[config.mk]
export PLATFORM = sky130hd
export DESIGN_NAME = uart_rx_seq
export DESIGN_NICKNAME = d
export VERILOG_FILES = /design/src/rtl/uart_pkg.sv /design/src/rtl/sync_ff.sv /design/src/rtl/uart_rx_seq.sv
export SDC_FILE = /design/constraint.sdc
export NUM_CORES = 1
export LEC_CHECK = 0
export ABC_AREA = 1
export CELL_PAD_IN_SITES_DETAIL_PLACEMENT = 1
export CELL_PAD_IN_SITES_GLOBAL_PLACEMENT = 2
export CORE_ASPECT_RATIO = 1.75
export CORE_MARGIN = 10
export CORE_UTILIZATION = 32
export CTS_CLUSTER_DIAMETER = 40
export CTS_CLUSTER_SIZE = 30
export DETAILED_ROUTE_END_ITERATION = 10
export GPL_ROUTABILITY_DRIVEN = 0
export HOLD_SLACK_MARGIN = 0.12
export PLACE_DENSITY = 0.8
export SYNTH_ARGS = -nofsm -noshare
export SYNTH_HDL_FRONTEND = slang
export SYNTH_SLANG_ARGS = --single-unit
[constraint.sdc]
create_clock -name clk -period 1.7 [get_ports clk]
set_input_delay 0.425 -clock clk [delete_from_list [all_inputs] [get_ports clk]]
set_output_delay 0.425 -clock clk [all_outputs]
set_load 0.005 [all_outputs]
[src/rtl/uart_pkg.sv]
// Shared types and constants for the UART receive sequencer.
package uart_pkg;

  typedef enum logic [2:0] {
    IDLE,
    START,
    DATA,
    STOP,
    DONE,
    BREAK
  } rx_state_e;

  localparam int unsigned FRAME_BITS = 10;
  localparam int unsigned DATA_BITS  = 8;

  // Width of a cycle counter that must hold values 0 .. clks-1.
  function automatic int unsigned cnt_width(input int unsigned clks);
    return (clks > 1) ? $clog2(clks) : 1;
  endfunction

endpackage

[src/rtl/sync_ff.sv]
// Multi-stage synchroniser for an asynchronous input; resets to all 1s (idle line).
module sync_ff #(
  parameter int STAGES = 2
) (
  input  logic clk,
  input  logic reset,
  input  logic d,
  output logic q
);

  if (STAGES < 2) begin : g_bad_stages
    $error("sync_ff: STAGES must be at least 2");
  end

  logic [STAGES-1:0] chain_q;
  logic [STAGES-1:0] chain_d;

  always_comb chain_d = {chain_q[STAGES-2:0], d};

  always_ff @(posedge clk) begin
    // NOTE: non-blocking so each stage takes its predecessor's value from before the edge.
    if (reset) chain_q <= '1;
    else       chain_q <= chain_d;
  end

  assign q = chain_q[STAGES-1];

endmodule

[src/rtl/uart_rx_seq.sv]
// UART receive sequencer: start detect, bit-centre timing, shift enables and stop check
// for an external 10-bit right-shifting frame register.
module uart_rx_seq
  import uart_pkg::*;
#(
  parameter int unsigned CLKS_PER_BIT = 16,
  parameter int unsigned SYNC_STAGES  = 2
) (
  input  logic clk,
  input  logic reset,
  input  logic rx_en,
  input  logic rx,
  output logic rx_sync,
  output logic shift_en,
  output logic busy,
  output logic byte_ready,
  output logic frame_err
);

  if (CLKS_PER_BIT < 4 || CLKS_PER_BIT > 65535) begin : g_bad_cpb
    $error("uart_rx_seq: CLKS_PER_BIT must be in 4..65535");
  end

  localparam int unsigned CW   = cnt_width(CLKS_PER_BIT);
  localparam int unsigned HALF = CLKS_PER_BIT / 2;

  // The strobe is registered, so it is requested one cycle before the terminal count;
  // the controller then checks rx_sync in the same cycle the shift register samples it.
  localparam logic [CW-1:0] HALF_M2   = CW'(HALF - 2);
  localparam logic [CW-1:0] HALF_M1   = CW'(HALF - 1);
  localparam logic [CW-1:0] BIT_M2    = CW'(CLKS_PER_BIT - 2);
  localparam logic [CW-1:0] BIT_M1    = CW'(CLKS_PER_BIT - 1);
  localparam logic [3:0]    LAST_DATA = 4'(DATA_BITS - 1);

  rx_state_e     state_q, state_d;
  logic [CW-1:0] cnt_q, cnt_d;
  logic [3:0]    bit_q, bit_d;
  logic          rx_prev_q;
  logic          shift_en_q, shift_en_d;
  logic          busy_q, busy_d;
  logic          byte_ready_q, byte_ready_d;
  logic          frame_err_q, frame_err_d;
  logic          fall;

  sync_ff #(.STAGES(SYNC_STAGES)) u_sync (
    .clk   (clk),
    .reset (reset),
    .d     (rx),
    .q     (rx_sync)
  );

  assign fall = rx_prev_q & ~rx_sync;

  always_comb begin
    // NOTE: every variable gets a default first so no path can infer a latch.
    state_d      = state_q;
    cnt_d        = cnt_q;
    bit_d        = bit_q;
    shift_en_d   = 1'b0;
    byte_ready_d = 1'b0;
    frame_err_d  = 1'b0;

    unique case (state_q)
      IDLE: begin
        if (rx_en && fall) begin
          state_d = START;
          cnt_d   = '0;
        end
      end
      START: begin
        cnt_d = cnt_q + 1'b1;
        if (cnt_q == HALF_M2) shift_en_d = ~rx_sync;
        if (cnt_q == HALF_M1) begin
          cnt_d   = '0;
          bit_d   = '0;
          state_d = (shift_en_q && !rx_sync) ? DATA : IDLE;
        end
      end
      DATA: begin
        cnt_d = cnt_q + 1'b1;
        if (cnt_q == BIT_M2) shift_en_d = 1'b1;
        if (cnt_q == BIT_M1) begin
          cnt_d = '0;
          bit_d = bit_q + 4'd1;
          if (bit_q == LAST_DATA) state_d = STOP;
        end
      end
      STOP: begin
        cnt_d = cnt_q + 1'b1;
        if (cnt_q == BIT_M2) shift_en_d = 1'b1;
        if (cnt_q == BIT_M1) begin
          cnt_d = '0;
          if (rx_sync) begin
            state_d = DONE;
          end else begin
            state_d     = BREAK;
            frame_err_d = 1'b1;
          end
        end
      end
      DONE: begin
        // A start edge arriving during the output-latency cycle launches the next frame.
        byte_ready_d = 1'b1;
        cnt_d        = '0;
        state_d      = (rx_en && fall) ? START : IDLE;
      end
      BREAK: begin
        if (rx_sync) state_d = IDLE;
      end
      default: state_d = IDLE;
    endcase

    // Disable aborts everything except a byte already complete in DONE.
    if (!rx_en && state_q != DONE) begin
      state_d     = IDLE;
      shift_en_d  = 1'b0;
      frame_err_d = 1'b0;
    end

    if (state_d == IDLE) begin
      cnt_d = '0;
      bit_d = '0;
    end

    busy_d = (state_d != IDLE);
  end

  always_ff @(posedge clk) begin
    if (reset) begin
      state_q      <= IDLE;
      cnt_q        <= '0;
      bit_q        <= '0;
      rx_prev_q    <= 1'b1;
      shift_en_q   <= 1'b0;
      busy_q       <= 1'b0;
      byte_ready_q <= 1'b0;
      frame_err_q  <= 1'b0;
    end else begin
      state_q      <= state_d;
      cnt_q        <= cnt_d;
      bit_q        <= bit_d;
      rx_prev_q    <= rx_sync;
      shift_en_q   <= shift_en_d;
      busy_q       <= busy_d;
      byte_ready_q <= byte_ready_d;
      frame_err_q  <= frame_err_d;
    end
  end

  assign shift_en   = shift_en_q;
  assign busy       = busy_q;
  assign byte_ready = byte_ready_q;
  assign frame_err  = frame_err_q;

endmodule

==> metrics.txt, run 1 <==
status=finished, final reports clean; crit path kind=register to primary output; CTS tree=yes; syn nets=134; count leader, synth=dfxtp_1; Storage cell area=360 sq um; crit share post-route=96.0%; WL final=3.01 mm; setup TNS=0 ns; Logic pwr share=5.1%; final core occ=42.1%; syn avg cell area=7.57 sq um; Die X=61.4 microns; share of cells above drive strength 1=24.7%; Synth Flop Type=dfxtp_1; critical path capture point type=primary output; pin count of the biggest net entering global routing=11; # setup viols final=0; Worst-path clk slew=0.07 ns; Yosys reg bits=18; row count=26; Vias=932; synth top area cells=dfxtp_1 38%, a21oi_1 7.8%, nand2_1 6.6%, nand3_1 5.7%, nor2_1 5.5%; sw frac=20.5%; Antenna diodes=0; Synth-to-Final Area Change=27.0%; CP arrival=1.21 ns; FFs w/ async S/R, synth=0%; CP Buf/Inv Count=1; Synth top cells by count=18 x dfxtp_1, 17 x nand2_1, 15 x a21oi_1; Tot GR Track Use=11.1%; DRC Markers=0; Pwr per Cell Area=674 nW/um^2; starting DRC count in detailed routing=12; root buffer cell=clkbuf_8; area leader, netlist=dfxtp_1; leakage power=0.483 nW; Ys Warns=0; clk sinks=18; clk_lat worst skew=0.26 ns; Sequential Power Share=52.0%; Initial Utilization=33.2%; H-Tree Depth=1; multi-input combinational cell area=588 sq um; first-pass GRT wire length=4.73 mm; DP Area=1110 sq um; Core Box Area=2900 sq um; Slew headroom=78.9%; io pins=9; initial antenna violation count=0; Post-synth EDFFs=0; Port Buffers=8; CTS max path bufs=2; drt pass-1 iters=2; die height=92.5 microns; PostCTS Resize Cnt=0; Peak VDD IR=0.576 mV; clock skew=0.00209 ns; Layout Nets=154; post-route minimum period=1.63 ns; Seq/Total Area, Yosys=37.5%; CP max-delay cell=clkdlybuf4s50_1; Max Cap Violations=0; worst endpoint required time=1.27 ns; sw power=0.000169 W; Internal Power=0.000654 W; critical-path cell list=clkdlybuf4s50_1; max incr delay on CP=0.54 ns; Slew @ Worst Pin=0.314 ns; filler instances=377; max-slew violation count=0; post-CTS setup buffers=0; Syn Inst Count=127; grt total ovfl=0; clock power share=42.9%; crit path max fanout=4; cell area after synthesis=961 sq um; RSZ-0062 raised after global routing=no; Routed Antenna Nets=0; die area=5680 sq um; CP Launch Type=register; CP delay by family, top=buffers and inverters; wire per inst=17.3 microns; Vias/cell=5.36; design area=1220 sq um; Max Fclk=0.613 GHz; vias in the first global route=994; DP HPWL=2.33 mm; area share of the largest cell type after synthesis=37.5%; count of different cell masters after synthesis=22; CTS buffer count=3; Hold Crit Class=register to register; hold_buf cts=0; Final Hold Fails=0
-- registers in the layout, indices dropped and copies added (netlist names) --
register	cells
state_q	3
frame_err	1
rx_prev_q	1
cnt_q	4
busy	1
byte_ready	1
shift_en	1
bit_q	4
u_sync.chain_q	2
-- cell usage in the layout, fill, tap and decap left out --
| cell | count |
|---|---|
| a21oi_2 | 1 |
| nand2_1 | 16 |
| and3_1 | 1 |
| o21bai_4 | 4 |
| xnor2_1 | 2 |
| clkdlybuf4s50_1 | 8 |
| o21ai_0 | 5 |
| nand4_1 | 4 |
| inv_2 | 2 |
| a21boi_0 | 1 |
| nor2_1 | 14 |
| clkbuf_8 | 4 |
| inv_1 | 13 |
| ha_1 | 2 |
| a21oi_1 | 15 |
| o21ai_2 | 1 |
| buf_4 | 6 |
| ha_2 | 1 |
| dfxtp_1 | 18 |
| nand3_1 | 10 |
| nand2_2 | 7 |
| nor3b_1 | 1 |
| nand3_2 | 6 |
| nor2_2 | 2 |
| or2_2 | 2 |
-- per-layer routing --
layer	track usage [%]	part of all wire [%]	vias to the layer above
met4	5.06	3.9	0
met3	3.56	4.3	8
met5	0	0	-
met1	10.1	33	448
met2	20.7	58	15
li1	-	-	461
-- kinds of logic (layout without fill, tap and decap cells) --
family	after synthesis	count (layout)	share of synthesized area [%]
AND/OR/NAND/NOR	63	63	33.6
AO/OA/AOI/OAI	25	27	16.5
flip-flops	18	18	37.5
buffers and inverters	16	33	6.64
adder cells (fa/ha/maj)	3	3	3.91
XOR/XNOR	2	2	1.82
-- area by class of cell --
cell class / count / share of cell area (%)
multi-input combinational: 95 / 48.2
tap: 28 / 2.87
clock buffer: 4 / 4.51
timing repair buffer: 14 / 10.3
inverter: 15 / 4.62
sequential: 18 / 29.5
-- worst paths after layout --
kind         slack, ns  depth (start not counted)                end              start
min               0.44                          1  u_sync.chain_q[1]  u_sync.chain_q[0]
max reg2reg       0.12                          6           cnt_q[3]           cnt_q[0]
min reg2reg       0.44                          1  u_sync.chain_q[1]  u_sync.chain_q[0]
max               0.07                          1            rx_sync  u_sync.chain_q[1]
-- stage by stage --
step	instances	hold WS [ns]	power (W)	setup WS [ns]
floorplan	127	0.389	0.000455	0.320
global placement	168	0.402	0.000474	0.0377
detailed placement	168	0.431	0.000475	-0.0293
CTS	172	0.448	0.000827	0.0457
global route	174	0.472	0.000852	0.00774
finish	174	0.442	0.000822	0.0687
-- power by group through the flow --
stage                     Sequential (W)  Clock [W]  Combinational (W)
after floorplan                 0.000437          0          0.0000180
after global placement          0.000437          0          0.0000366
after detailed placement        0.000437          0          0.0000374
after CTS                       0.000428   0.000361          0.0000376
after global routing            0.000428   0.000378          0.0000459
final                           0.000428   0.000353          0.0000417
Note: power is estimated with default switching activity, not from simulation.
==> run 2, diff against run 1 <==
--- a/config.mk
+++ b/config.mk
@@ -8,7 +8,6 @@
 export ABC_AREA = 1
 export CELL_PAD_IN_SITES_DETAIL_PLACEMENT = 1
 export CELL_PAD_IN_SITES_GLOBAL_PLACEMENT = 2
-export CORE_ASPECT_RATIO = 1.75
 export CORE_MARGIN = 10
 export CORE_UTILIZATION = 32
 export CTS_CLUSTER_DIAMETER = 40
==> run 2 against run 1 <==
Net effect: cell count fell by 0.57%; highest routed layer unchanged; critical path type unchanged; core utilization fell by 0.97 points; power fell by 12%; fmax up 1.8%.
==> metrics.txt, run 2 (synthesized netlist as in run 1, its figures left out) <==
worst endpoint required time=1.27 ns; die height=74.8 microns; worst setup margin=0.0980 ns; Post-Layout Cell Count=173; Largest regs=bit_q (4), cnt_q (4), state_q (3); crit path kind=register to primary output; first-pass GRT wire length=4.21 mm; clk sinks=18; Storage cell area=362 sq um; root buffer cell=clkbuf_4; Die X=74.8 microns; CTS max path bufs=2; multi-input combinational cell area=559 sq um; # setup viols final=0; wire per inst=14.4 microns; max-slew violation count=0; crit share post-route=94.2%; CP Launch Type=register; Reg2Reg Depth=6; Worst-path clk slew=0.10 ns; Slew headroom=79.2%; Hold Crit Class=register to register; DRC Markers=0; Fin Hold WS=0.419 ns; RSZ-0062 raised after global routing=no; DP HPWL=1.93 mm; critical path capture point type=primary output; max incr delay on CP=0.51 ns; Initial Utilization=34.3%; initial antenna violation count=0; io pins=9; drt pass-1 iters=4; H-Tree Depth=1; Vias/cell=5.18; Peak VDD IR=0.330 mV; share of cells above drive strength 1=21.1%; post-route minimum period=1.60 ns; row count=19; critical-path cell list=clkdlybuf4s50_1; final core occ=41.2%; WP depth=1; Vias=897; setup TNS=0 ns; status=finished, final reports clean; Slew @ Worst Pin=0.308 ns; Pwr per Cell Area=629 nW/um^2; CP Buf/Inv Count=1; leakage power=0.462 nW; Core Box Area=2810 sq um; die area=5600 sq um; clk_lat worst skew=0.29 ns; clock skew=0.00590 ns; vias in the first global route=905; Antenna diodes=0; crit path max fanout=4; Port Buffers=8; pin count of the biggest net entering global routing=11; Final Hold Fails=0; Max Cap Violations=0; Layout Nets=150; CTS buffer count=3; Tot GR Track Use=9.60%; filler instances=351; CP delay by family, top=buffers and inverters; CTS tree=yes; WL final=2.49 mm; CP max-delay cell=clkdlybuf4s50_1; CP arrival=1.18 ns; post-CTS setup buffers=0; commonest cells after routing, fill and taps aside=17 x nand2_1, 17 x dfxtp_1, 15 x a21oi_1, 14 x nor2_1, 13 x inv_1; WHS Path Cells=1; Routed Antenna Nets=0; Max Fclk=0.624 GHz; grt total ovfl=0; Inst Count DP=168; Place WS=-0.00108 ns; starting DRC count in detailed routing=69; Synth-to-Final Area Change=20.2%
[run 2: cell count changes in the layout (fill, tap and decap cells not counted), sizes merged]
cell / delta
buf: -3
o21bai: -1
[run 2: stage by stage]
step / cell area (sq um) / total power, W
finish: 1150 / 0.000727
global route: 1150 / 0.000768
CTS: 1130 / 0.000733
detailed placement: 1090 / 0.000471
global placement: 1090 / 0.000471
floorplan: 961 / 0.000455
[run 2: layout make-up]
cell class / instances / area share (%)
Clock buffer: 4 / 3.14
Inverter: 15 / 4.88
Multi-Input combinational cell: 94 / 48.4
Sequential cell: 18 / 31.3
Tap cell: 31 / 3.36
Timing Repair Buffer: 11 / 8.88
[run 2: repair_timing]
item / 4_1_cts / 5_1_grt
setup endpoints to repair: 0 / 11
hold buffers: 0 / 0
gates resized for setup: 0 / 3
[run 2: worst paths after layout]
path	startpoint	slack (ns)	end
max	u_sync.chain_q[1]	0.1	rx_sync
min	u_sync.chain_q[0]	0.42	u_sync.chain_q[1]
max reg2reg	cnt_q[0]	0.1	cnt_q[3]
min reg2reg	u_sync.chain_q[0]	0.42	u_sync.chain_q[1]
[run 2: routing by layer]
metal / part of all wire [%] / up-vias / track usage, %
li1: - / 455 / -
met1: 48 / 425 / 12.3
met2: 48 / 15 / 15.7
met3: 3.0 / 2 / 1.58
met4: 0.64 / 0 / 3.78
met5: 0 / - / 0
[run 2: power by group]
part / switching (W) / internal (W)
logic: 0.0000172 / 0.0000196
registers: 0.00000231 / 0.000425
clock network: 0.000132 / 0.000130
==> run 3, diff against run 2 <==
--- a/config.mk
+++ b/config.mk
@@ -16,6 +16,7 @@
 export GPL_ROUTABILITY_DRIVEN = 0
 export HOLD_SLACK_MARGIN = 0.12
 export PLACE_DENSITY = 0.8
+export SKIP_LAST_GASP = 1
 export SYNTH_ARGS = -nofsm -noshare
 export SYNTH_HDL_FRONTEND = slang
 export SYNTH_SLANG_ARGS = --single-unit
==> run 3 against run 2 <==
Net effect: cell count unchanged; power grew 0.34%; critical path depth stayed put; core utilization shrank 0.13 points; die area unchanged; combinational power about the same; clock power about the same; fmax barely moved; routed wire length decreased by 0.36%; highest routed layer unchanged.
==> metrics.txt, run 3 (synthesized netlist as in run 1, its figures left out) <==
status=finished, final reports clean; CTS buffer count=3; critical-path cell list=clkdlybuf4s50_1; crit path kind=register to primary output; Fin Hold WS=0.419 ns; leakage power=0.461 nW; Vias=893; Slew @ Worst Pin=0.319 ns; pin count of the biggest net entering global routing=11; Port Buffers=8; Vias/cell=5.16; worst setup margin=0.0968 ns; CP max-delay cell=clkdlybuf4s50_1; Place WS=-0.00108 ns; drt pass-1 iters=4; wire per inst=14.4 microns; io pins=9; Synth-to-Final Area Change=19.8%; grt total ovfl=0; CTS tree=yes; commonest cells after routing, fill and taps aside=17 x nand2_1, 17 x dfxtp_1, 15 x a21oi_1, 14 x nor2_1, 13 x inv_1; critical path capture point type=primary output; CP arrival=1.18 ns; Antenna diodes=0; CP delay by family, top=buffers and inverters; setup TNS=0 ns; Slew headroom=78.5%; crit share post-route=94.3%; crit path max fanout=4; Peak VDD IR=0.334 mV; sw power=0.000154 W; H-Tree Depth=1; RSZ-0062 raised after global routing=yes; Sequential Power Share=58.6%; max incr delay on CP=0.51 ns; Core Box Area=2810 sq um; vias in the first global route=905; max-slew violation count=0; share of cells above drive strength 1=20.4%; design area=1150 sq um; initial antenna violation count=0; root buffer cell=clkbuf_4; Final Hold Fails=0; Worst-path clk slew=0.10 ns; DP Area=1090 sq um; WL final=2.49 mm; clock power share=36.3%; row count=19; Largest regs=bit_q (4), cnt_q (4), state_q (3); CTS max path bufs=2; Max Fclk=0.624 GHz; worst endpoint required time=1.27 ns; starting DRC count in detailed routing=76; clk_lat worst skew=0.29 ns; Pwr per Cell Area=633 nW/um^2; Die X=74.8 microns; Initial Utilization=34.3%; # setup viols final=0; die height=74.8 microns; CP Launch Type=register; total power=0.000729 W; Routed Antenna Nets=0; DP HPWL=1.93 mm; Logic pwr share=5.0%; Tot GR Track Use=9.60%; sw frac=21.1%; DRC Markers=0; clock skew=0.00718 ns; CP Buf/Inv Count=1; post-route minimum period=1.60 ns; die area=5600 sq um; Layout Nets=150; first-pass GRT wire length=4.21 mm; clk sinks=18; Max Cap Violations=0; Internal Power=0.000575 W; Hold Crit Class=register to register
## run 3: cell counts in the layout (fill, tap and decap cells not counted)
Identical to the previous run, type by type.
## run 3: repair_timing
action                     CTS  global route
hold buffers                 0             0
setup endpoints to repair    0            11
buffers inserted             0             0
gates resized for setup      0             2
## run 3: worst reg2reg max path: cells and delay by family, from the launching register on
family,cells,cell delay [ns]
flip-flops,1,0.35
AND/OR/NAND/NOR,2,0.34
adder cells (fa/ha/maj),1,0.24
AO/OA/AOI/OAI,3,0.54
## run 3: metal layers
layer | part of all wire, % | track usage [%] | routed length, microns | vias up
met5 | 0 | 0 | 0 | -
met4 | 0.64 | 3.78 | 16 | 0
met3 | 3.4 | 1.58 | 84 | 2
met2 | 49 | 15.7 | 1210 | 19
met1 | 47 | 12.3 | 1170 | 418
li1 | - | - | - | 454
## run 3: final timing paths
kind,slack (ns),endpoint,start,cells past startpoint
worst max-delay path,0.1,rx_sync,u_sync.chain_q[1],1
worst min-delay path,0.42,u_sync.chain_q[1],u_sync.chain_q[0],1
worst max register to register,0.12,cnt_q[3],cnt_q[0],6
worst min register to register,0.42,u_sync.chain_q[1],u_sync.chain_q[0],1
## run 3: metrics by stage
stage / cells / utilization [%]
2_1_floorplan: 127 / -
3_3_place_gp: 168 / 39.0
3_5_place_dp: 168 / 39.0
4_1_cts: 172 / 40.3
5_1_grt: 173 / 41.0
6_report: 173 / 41.0
## run 3: power groups by stage
stage	logic [W]	clock network (W)	registers, W
final	0.0000368	0.000265	0.000427
after global routing	0.0000412	0.000299	0.000428
after CTS	0.0000343	0.000272	0.000427
after detailed placement	0.0000340	0	0.000437
after global placement	0.0000338	0	0.000437
after floorplan	0.0000180	0	0.000437
## run 3: cell type report
class | instances | area (sq um)
Fill cell | 351 | 1650
Clock buffer | 4 | 36.3
Tap cell | 31 | 38.8
Timing Repair Buffer | 11 | 103
Inverter | 15 | 56.3
Multi-Input combinational cell | 94 | 556
Sequential cell | 18 | 362
